<file path="config.mk">
export PLATFORM = sky130hd
export DESIGN_NAME = cla_nibble_serial_add_flat
export DESIGN_NICKNAME = d
export VERILOG_FILES = /design/src/rtl/cla_nibble_serial_add_if.sv /design/src/rtl/cla_nibble_serial_add.sv /design/src/flat_wrapper.sv
export SDC_FILE = /design/constraint.sdc
export NUM_CORES = 1
export LEC_CHECK = 0
export CORE_MARGIN = 2
export CORE_UTILIZATION = 35
export DETAILED_ROUTE_END_ITERATION = 12
export GPL_TIMING_DRIVEN = 0
export SYNTH_ARGS = -nofsm -noshare
export SYNTH_HDL_FRONTEND = slang
export SYNTH_SLANG_ARGS = --single-unit
</file>
<file path="constraint.sdc">
create_clock -name i_clk -period 2.9 [get_ports i_clk]
set_clock_uncertainty 0.05 [all_clocks]
set_input_delay 0.29 -clock i_clk [delete_from_list [all_inputs] [get_ports i_clk]]
set_output_delay 0.29 -clock i_clk [all_outputs]
set_load 0.02 [all_outputs]
</file>
<file path="src/rtl/cla_nibble_serial_add_if.sv">
// Operand and result channels of the nibble-serial adder.
//   i_valid/o_ready : operand handshake (source -> adder)
//   i_a, i_b, i_c   : operands and carry-in, sampled on acceptance
//   o_valid/i_ready : result handshake (adder -> consumer)
//   o_s, o_c        : sum and carry-out, held while o_valid is high
// Modport slave is the adder side; master is the source/consumer side.
interface cla_nibble_serial_add_if #(
  parameter int unsigned BW_DATA = 16
);
  logic               i_valid;
  logic               o_ready;
  logic [BW_DATA-1:0] i_a;
  logic [BW_DATA-1:0] i_b;
  logic               i_c;
  logic               o_valid;
  logic               i_ready;
  logic [BW_DATA-1:0] o_s;
  logic               o_c;

  modport slave (
    input  i_valid, i_a, i_b, i_c, i_ready,
    output o_ready, o_valid, o_s, o_c
  );

  modport master (
    output i_valid, i_a, i_b, i_c, i_ready,
    input  o_ready, o_valid, o_s, o_c
  );
endinterface

</file>
<file path="src/rtl/cla_nibble_serial_add.sv">
// cla_4b: combinational 4-bit carry-lookahead adder slice.
//   i_a, i_b : 4-bit addends    i_c : carry-in
//   o_s      : 4-bit sum        o_c : carry-out
// cla_nibble_serial_add: BW_DATA-bit adder that feeds one nibble per cycle,
// LSB first, through a single cla_4b, with a registered carry between nibbles.
//   i_clk : clock, rising edge
//   i_rst : synchronous reset, active-high
//   bus   : operand/result channels (cla_nibble_serial_add_if.slave)
module cla_4b (
  input  logic [3:0] i_a,
  input  logic [3:0] i_b,
  input  logic       i_c,
  output logic [3:0] o_s,
  output logic       o_c
);
  logic [3:0] w_g;
  logic [3:0] w_p;
  logic [4:0] w_c;

  assign w_g = i_a & i_b;
  assign w_p = i_a ^ i_b;

  assign w_c[0] = i_c;
  assign w_c[1] = w_g[0] | (w_p[0] & i_c);
  assign w_c[2] = w_g[1] | (w_p[1] & w_g[0]) | (w_p[1] & w_p[0] & i_c);
  assign w_c[3] = w_g[2] | (w_p[2] & w_g[1]) | (w_p[2] & w_p[1] & w_g[0])
                | (w_p[2] & w_p[1] & w_p[0] & i_c);
  assign w_c[4] = w_g[3] | (w_p[3] & w_g[2]) | (w_p[3] & w_p[2] & w_g[1])
                | (w_p[3] & w_p[2] & w_p[1] & w_g[0])
                | (w_p[3] & w_p[2] & w_p[1] & w_p[0] & i_c);

  assign o_s = w_p ^ w_c[3:0];
  assign o_c = w_c[4];
endmodule

module cla_nibble_serial_add #(
  parameter int unsigned BW_DATA = 16
) (
  input  logic                    i_clk,
  input  logic                    i_rst,
  cla_nibble_serial_add_if.slave  bus
);
  localparam int unsigned NNIB = BW_DATA / 4;
  localparam int unsigned IDXW = (NNIB > 1) ? $clog2(NNIB) : 1;

  localparam logic [1:0] S_IDLE = 2'd0;
  localparam logic [1:0] S_CALC = 2'd1;
  localparam logic [1:0] S_DONE = 2'd2;

  logic [1:0]         r_state;
  logic [BW_DATA-1:0] r_a;
  logic [BW_DATA-1:0] r_b;
  logic [BW_DATA-1:0] r_acc;
  logic               r_carry;
  logic [IDXW-1:0]    r_idx;
  logic [BW_DATA-1:0] r_s;
  logic               r_c;
  logic               r_valid;

  logic [IDXW+1:0]    w_bitpos;
  logic [3:0]         w_nib_a;
  logic [3:0]         w_nib_b;
  logic [3:0]         w_slice_s;
  logic               w_slice_c;
  logic [BW_DATA-1:0] w_acc_next;
  logic               w_last;

  assign w_bitpos = {r_idx, 2'b00};
  assign w_nib_a  = r_a[w_bitpos +: 4];
  assign w_nib_b  = r_b[w_bitpos +: 4];
  assign w_last   = (r_idx == IDXW'(NNIB - 1));

  cla_4b u_slice (
    .i_a (w_nib_a),
    .i_b (w_nib_b),
    .i_c (r_carry),
    .o_s (w_slice_s),
    .o_c (w_slice_c)
  );

  // Accumulator with the current nibble merged in, so the final nibble can be
  // forwarded straight to o_s in the same cycle it is computed.
  always_comb begin
    w_acc_next = (r_acc & ~({{(BW_DATA-4){1'b0}}, 4'hF} << w_bitpos))
               | ({{(BW_DATA-4){1'b0}}, w_slice_s} << w_bitpos);
  end

  always_ff @(posedge i_clk) begin
    if (i_rst) begin
      r_state <= S_IDLE;
      r_a     <= '0;
      r_b     <= '0;
      r_acc   <= '0;
      r_carry <= 1'b0;
      r_idx   <= '0;
      r_s     <= '0;
      r_c     <= 1'b0;
      r_valid <= 1'b0;
    end else begin
      case (r_state)
        S_IDLE: begin
          if (bus.i_valid) begin
            r_a     <= bus.i_a;
            r_b     <= bus.i_b;
            r_carry <= bus.i_c;
            r_idx   <= '0;
            r_state <= S_CALC;
          end
        end
        S_CALC: begin
          r_acc   <= w_acc_next;
          r_carry <= w_slice_c;
          if (w_last) begin
            r_s     <= w_acc_next;
            r_c     <= w_slice_c;
            r_valid <= 1'b1;
            r_state <= S_DONE;
          end else begin
            r_idx <= r_idx + IDXW'(1);
          end
        end
        S_DONE: begin
          if (bus.i_ready) begin
            r_valid <= 1'b0;
            r_state <= S_IDLE;
          end
        end
        default: begin
          r_valid <= 1'b0;
          r_state <= S_IDLE;
        end
      endcase
    end
  end

  assign bus.o_ready = (r_state == S_IDLE) && !i_rst;
  assign bus.o_valid = r_valid;
  assign bus.o_s     = r_s;
  assign bus.o_c     = r_c;
endmodule

</file>
<file path="src/flat_wrapper.sv">
// flat-port wrapper written by rule: the top's interface ports become plain ports
module cla_nibble_serial_add_flat 
#(
  parameter int unsigned BW_DATA = 16
)
  (i_clk, i_rst, bus_i_valid, bus_i_a, bus_i_b, bus_i_c, bus_i_ready, bus_o_ready, bus_o_valid, bus_o_s, bus_o_c);
  cla_nibble_serial_add_if #(.BW_DATA(BW_DATA)) bus_i ();
  input  logic i_clk;
  input  logic i_rst;
  input wire logic [$bits(bus_i.i_valid)-1:0] bus_i_valid;
  input wire logic [$bits(bus_i.i_a)-1:0] bus_i_a;
  input wire logic [$bits(bus_i.i_b)-1:0] bus_i_b;
  input wire logic [$bits(bus_i.i_c)-1:0] bus_i_c;
  input wire logic [$bits(bus_i.i_ready)-1:0] bus_i_ready;
  output wire logic [$bits(bus_i.o_ready)-1:0] bus_o_ready;
  output wire logic [$bits(bus_i.o_valid)-1:0] bus_o_valid;
  output wire logic [$bits(bus_i.o_s)-1:0] bus_o_s;
  output wire logic [$bits(bus_i.o_c)-1:0] bus_o_c;
  assign bus_i.i_valid = bus_i_valid;
  assign bus_i.i_a = bus_i_a;
  assign bus_i.i_b = bus_i_b;
  assign bus_i.i_c = bus_i_c;
  assign bus_i.i_ready = bus_i_ready;
  assign bus_o_ready = bus_i.o_ready;
  assign bus_o_valid = bus_i.o_valid;
  assign bus_o_s = bus_i.o_s;
  assign bus_o_c = bus_i.o_c;
  cla_nibble_serial_add #(.BW_DATA(BW_DATA)) u_core (.i_clk(i_clk), .i_rst(i_rst), .bus(bus_i));
endmodule
</file>
==> impl_metrics.toml, run 1 <==
[yosys]
syn_inst = 342
synth_common_cells = "nand2_1, dfxtp_1, a21oi_1, nor2_1, buf_2"
synth_most_common_cell = "nand2_1"
ys_seq_elements = 67
netlist_top_cells_area = "dfxtp_1, nand2_1, a21oi_1"
synth.net_count = 389
synth_top_area_cell = "dfxtp_1"
async_flop_share_pct = 0
ys.flop_type = "dfxtp_1"
yosysTopAreaCellShare_pct = 44.0
yosysUniqueCellTypes = 46
synth-edff-count = 0
syn_area_mm2 = 0.00305
syn_area_per_cell_um2 = 8.92
ys_warn_count = 0
ys_seq_area_share_pct = 44.0

[worst_hold_path]
hp-class = "input pin to register"
holdCritStartpoint = "i_rst"

[sta]
relSlewSlack_pct = 66.8
setup_viol = 0
final_hold_viol_count = 0
rsz0062_at_grt = "false"
max_freq_mhz = 372
fin_crit_sh_pct = 92.8
worst_pin_slew_ns = 0.497
min_period_ns = 2.69
tns_ns = 0
final_max_slew_viol_count = 0

[power]
p_int_mw = 1.52
p_switching_uw = 553
p_total_mw = 2.07
netSwitchingFraction_pct = 26.7
power.leakage_nw = 1.45
peakVddDrop_mv = 0.251
clock_power_share_pct = 38.0
p_comb_share_pct = 14.7
p_per_area_mw_per_mm2 = 526
p_seq_share_pct = 47.3

[flow_run]
max_cap_viol_count = 0

[routing]
avgRoutedWirePerCell_um = 14.8
first_iter_violations = 86
antenna_left = 0
drc_errors = 0
avgViaCountPerCell = 5.06
vias = 2632
drt_pass1_iterations = 4
routed_wl_um = 7680

[floorplanning]
rows = 34
die_w_um = 97.3
core_mm2 = 0.00859
dieArea_mm2 = 0.00947
start_util_pct = 35.5
pin_count = 56
die_h_um = 97.3

[cells_and_area]
syn2layout_area_growth_pct = 29.1
multi_input_area_mm2 = 0.00152
instances_no_fill = 520
regArea_mm2 = 0.00134
drive_gt1_share_pct = 13.8
n_antenna_cell = 0
num-fill-cells = 858
nNetsFinal = 454

[clocking]
numClockSinks = 67
cts.hold.buffers_added = 0
cts_buffer_depth = 2
cts_resized = 0
post-cts-setup-buffer-count = 0
clkLatencyLatePin_ns = 0.35
h-tree-depth = 3
cts-root-buf = "clkbuf_8"
path_clk_slew_ns = 0.08
cts_inserted_buffers = 9
cts_tree = "built"

[placed_design]
dpl.hpwl_um = 5750
io_buffers = 54
gp_congestion = 0.854
place_inst = 504

[grt]
grt_util_all_layers_pct = 16.9
overflow = 0
grt_start_max_net_pins = 13
first_global_vias = 2504
grt_pass1_wl_um = 12700
antenna_found_initial = 0

[worst_setup_path]
timing.rr.start = "u_core.r_idx[1]"
worstSetupPathType = "register to register"
cp-endpoint = "u_core.bus.o_s[10]"
cp.arrival_ns = 2.86
cp-startpoint = "u_core.r_idx[1]"
slowest_delay_ns = 0.52
crit_path_start_kind = "register"
critPathMaxFanout = 10
cp_data_required_time_ns = 3.07
worstPathCellList = "buf_2 -> mux4_2 -> ha_1 -> a21o_1 -> a21oi_2 -> xor2_1 -> a211oi_1"
cp-end-kind = "register"
r2r_cells = 7
regToRegSetupSlack_ns = 0.21
worstReg2RegEnd = "u_core.bus.o_s[10]"
crit_slowest_cell = "dfxtp_1"

[outcome]
status = "completed"
==> through the flow <==
step	instance area [µm²]	util, %	worst slack [ns]	hold WS (ns)
after floorplan	3050	-	0.517	0.376
after global placement	3720	43.3	0.227	0.389
after detailed placement	3720	43.3	0.176	0.395
after CTS	3930	45.7	0.170	0.370
after global routing	3940	45.8	0.0534	0.393
final	3940	45.8	0.209	0.386
==> worst min-delay path by stage <==
stage / end / slack, ns / cells after the start
floorplan: u_core.r_a[0] / 0.38 / 2
global placement: u_core.r_b[2] / 0.39 / 2
detailed placement: u_core.r_a[1] / 0.40 / 2
CTS: u_core.r_acc[2] / 0.37 / 3
global route: u_core.r_acc[2] / 0.39 / 3
finish: u_core.r_acc[2] / 0.39 / 3
==> kinds of logic after synthesis <==
family	share of synthesized area, %
adders and majority gates	4.35
DFF	44.0
muxes	6.24
and+or+nand+nor	16.6
xor gates and xnor gates	1.40
AOI/OAI and AO/OA	21.0
buffers and inverters	6.44
==> layout make-up <==
cell class | count | share of cell area (%)
repair buffers | 54 | 13.7
clock buffers | 11 | 3.59
clock inverters | 5 | 1.59
plain buffers | 24 | 3.85
multi-input cells | 239 | 38.6
inverters | 12 | 1.14
well taps | 108 | 3.43
flip-flops and latches | 67 | 34.1
==> critical path: cells and delay by family (launching register included) <==
| kind | cells | cell delay [ns] |
|---|---|---|
| XOR/XNOR | 1 | 0.38 |
| multiplexers | 1 | 0.40 |
| buffers and inverters | 1 | 0.35 |
| AO/OA/AOI/OAI | 3 | 0.52 |
| adder cells (fa/ha/maj) | 1 | 0.34 |
| flip-flops | 1 | 0.52 |
==> routing by layer <==
metal	part of all wire [%]	vias up	GRT usage [%]
met5	0	-	0
met2	50	73	27.8
met3	5.5	6	5.32
met4	0.74	0	4.06
met1	44	1219	21.9
li1	-	1334	-
==> cell usage in the layout, fill, tap and decap left out, drive strengths merged, types with 3 or more instances in the layout <==
master,n
o2111ai,3
clkdlybuf4s50,54
xor2,3
clkinv,3
nor4,3
a22o,8
nor2,21
dfxtp,67
a21oi,54
a211oi,10
a22oi,5
a31oi,3
o21ai,9
mux4,8
nor3,5
nand2,75
o221ai,3
inv,11
nand2b,3
ha,9
clkbuf,12
buf,23
==> flip-flops by register name, summed over array words and instances (netlist names) <==
| name | cells |
|---|---|
| u_core.bus.o_valid | 1 |
| u_core.r_acc | 12 |
| u_core.r_state | 2 |
| u_core.r_b | 16 |
| u_core.r_idx | 2 |
| u_core.bus.o_s | 16 |
| u_core.r_a | 16 |
| u_core.r_carry | 1 |
| u_core.bus.o_c | 1 |
==> power by group through the flow <==
stage	clock network, mW	logic (mW)	registers, mW
after floorplan	0	0.192	0.996
after global placement	0	0.300	1.00
after detailed placement	0	0.302	1.00
after CTS	0.801	0.304	0.981
after global routing	0.846	0.337	0.985
final	0.787	0.304	0.981
Note: power is estimated with default switching activity, not from simulation.
==> run 2, diff against run 1 <==
CORE_UTILIZATION = 50   (was 35)
PLACE_DENSITY = 0.77   (was default)
SKIP_CTS_REPAIR_TIMING = 1   (was default)
==> run 2 against run 1 <==
Against the previous run:
- design area fell by 2.5%
- first-iteration DRC count rose by 43%
- sequential power barely moved
- global-route usage up 7.1 points
- maximum frequency down 0.89%
- core utilization increased by 19 points
- via count grew 0.61%
- flip-flop and latch count stayed put
- sequential share of layout area rose by 0.88 points
- total power decreased by 7.0%
- worst setup slack got worse by 0.024 ns
- clock power fell by 18%
- critical path type unchanged
==> impl_metrics.toml, run 2 (same netlist as run 1, synthesis figures left out) <==
[outcome]
status = "completed"

[routing]
routed_wl_um = 7270
drt_pass1_iterations = 4
drc_errors = 0
first_iter_violations = 123
avgRoutedWirePerCell_um = 14.9
antenna_left = 0
avgViaCountPerCell = 5.44
vias = 2648

[cells_and_area]
final_cell_mix = "nand2_1, dfxtp_1, clkdlybuf4s50_1"
syn2layout_area_growth_pct = 25.9
nNetsFinal = 454
instances_no_fill = 487
mostFrequentLayoutCell = "nand2_1"
n_antenna_cell = 0
drive_gt1_share_pct = 12.9

[sta]
fin_crit_sh_pct = 93.6
worst_pin_slew_ns = 0.562
final_max_slew_viol_count = 0
relSlewSlack_pct = 62.5
max_freq_mhz = 368
setup_viol = 0
min_period_ns = 2.72
tns_ns = 0
final_hold_viol_count = 0
rsz0062_at_grt = "false"

[placed_design]
dpl.hpwl_um = 5380
place_inst = 471
io_buffers = 54
gp_congestion = 0.935

[power]
p_per_area_mw_per_mm2 = 502
peakVddDrop_mv = 0.310
power.leakage_nw = 1.43

[worst_setup_path]
cp.arrival_ns = 2.93
cp-end-kind = "register"
cp_data_required_time_ns = 3.11
regToRegSetupSlack_ns = 0.18
crit_path_start_kind = "register"
critPathMaxFanout = 10
worstSetupPathType = "register to register"

[grt]
antenna_found_initial = 0
grt_start_max_net_pins = 11
grt_util_all_layers_pct = 24.0
grt_pass1_wl_um = 11900
first_global_vias = 2625
overflow = 0

[clocking]
cts-root-buf = "clkbuf_8"
h-tree-depth = 3
cts_tree = "built"
path_clk_slew_ns = 0.07
cts_buffer_depth = 2
clkLatencyLatePin_ns = 0.35
cts_inserted_buffers = 9
numClockSinks = 67

[floorplanning]
start_util_pct = 51.5
dieArea_mm2 = 0.00674
pin_count = 56
die_w_um = 82.1
rows = 28
die_h_um = 82.1
core_mm2 = 0.00592

[worst_hold_path]
hp-class = "input pin to register"

[flow_run]
max_cap_viol_count = 0
-- run 2: critical path, cell delays in order (launching register included) --
cell and delay, ns:
dfxtp_1 0.52, buf_2 0.33, mux4_2 0.40, fa_1 0.45, xor2_1 0.39, a22oi_1 0.19, a211oi_1 0.28
-- run 2: metal layers --
layer	wire [µm]	track usage [%]	vias up
met3	442	4.89	17
li1	-	-	1329
met2	3580	41.0	90
met5	0	0	-
met1	3060	27.9	1212
met4	180	13.8	0
-- run 2: path summary, 6_finish.rpt --
kind / startpoint / cells past startpoint / endpoint
setup / recovery: u_core.r_idx[1] / 6 / u_core.r_acc[5]
hold / removal: i_rst / 3 / u_core.r_acc[2]
setup reg to reg: u_core.r_idx[1] / 6 / u_core.r_acc[5]
hold reg to reg: u_core.r_b[8] / 2 / u_core.r_b[8]
-- run 2: power breakdown --
group          total [mW]  internal (mW)  switching (mW)  leakage [nW]
Sequential          0.982          0.959          0.0228         0.546
Clock               0.647          0.307           0.340        0.0812
Combinational       0.298          0.135           0.164         0.807
Total                1.93           1.40           0.526          1.43
-- run 2: stage by stage --
| stage | cell area (µm²) | setup WS (ns) | hold WS, ns | power, mW | util (%) |
|---|---|---|---|---|---|
| floorplan | 3050 | 0.517 | 0.376 | 1.19 | - |
| CTS | 3840 | 0.144 | 0.348 | 1.93 | 64.8 |
| finish | 3840 | 0.184 | 0.356 | 1.93 | 64.8 |
| detailed placement | 3680 | 0.168 | 0.395 | 1.30 | 62.2 |
| global placement | 3680 | 0.223 | 0.390 | 1.29 | 62.2 |
| global route | 3840 | 0.0132 | 0.391 | 2.01 | 64.8 |
-- run 2: final cells by class --
cell class / instances / area (µm²)
Fill cell: 539 / 2080
Tap cell: 75 / 93.8
Buffer: 24 / 151
Timing Repair Buffer: 54 / 541
Inverter: 12 / 45.0
Sequential cell: 67 / 1340
Multi-Input combinational cell: 239 / 1510
Clock buffer: 13 / 139
Clock inverter: 3 / 15.0
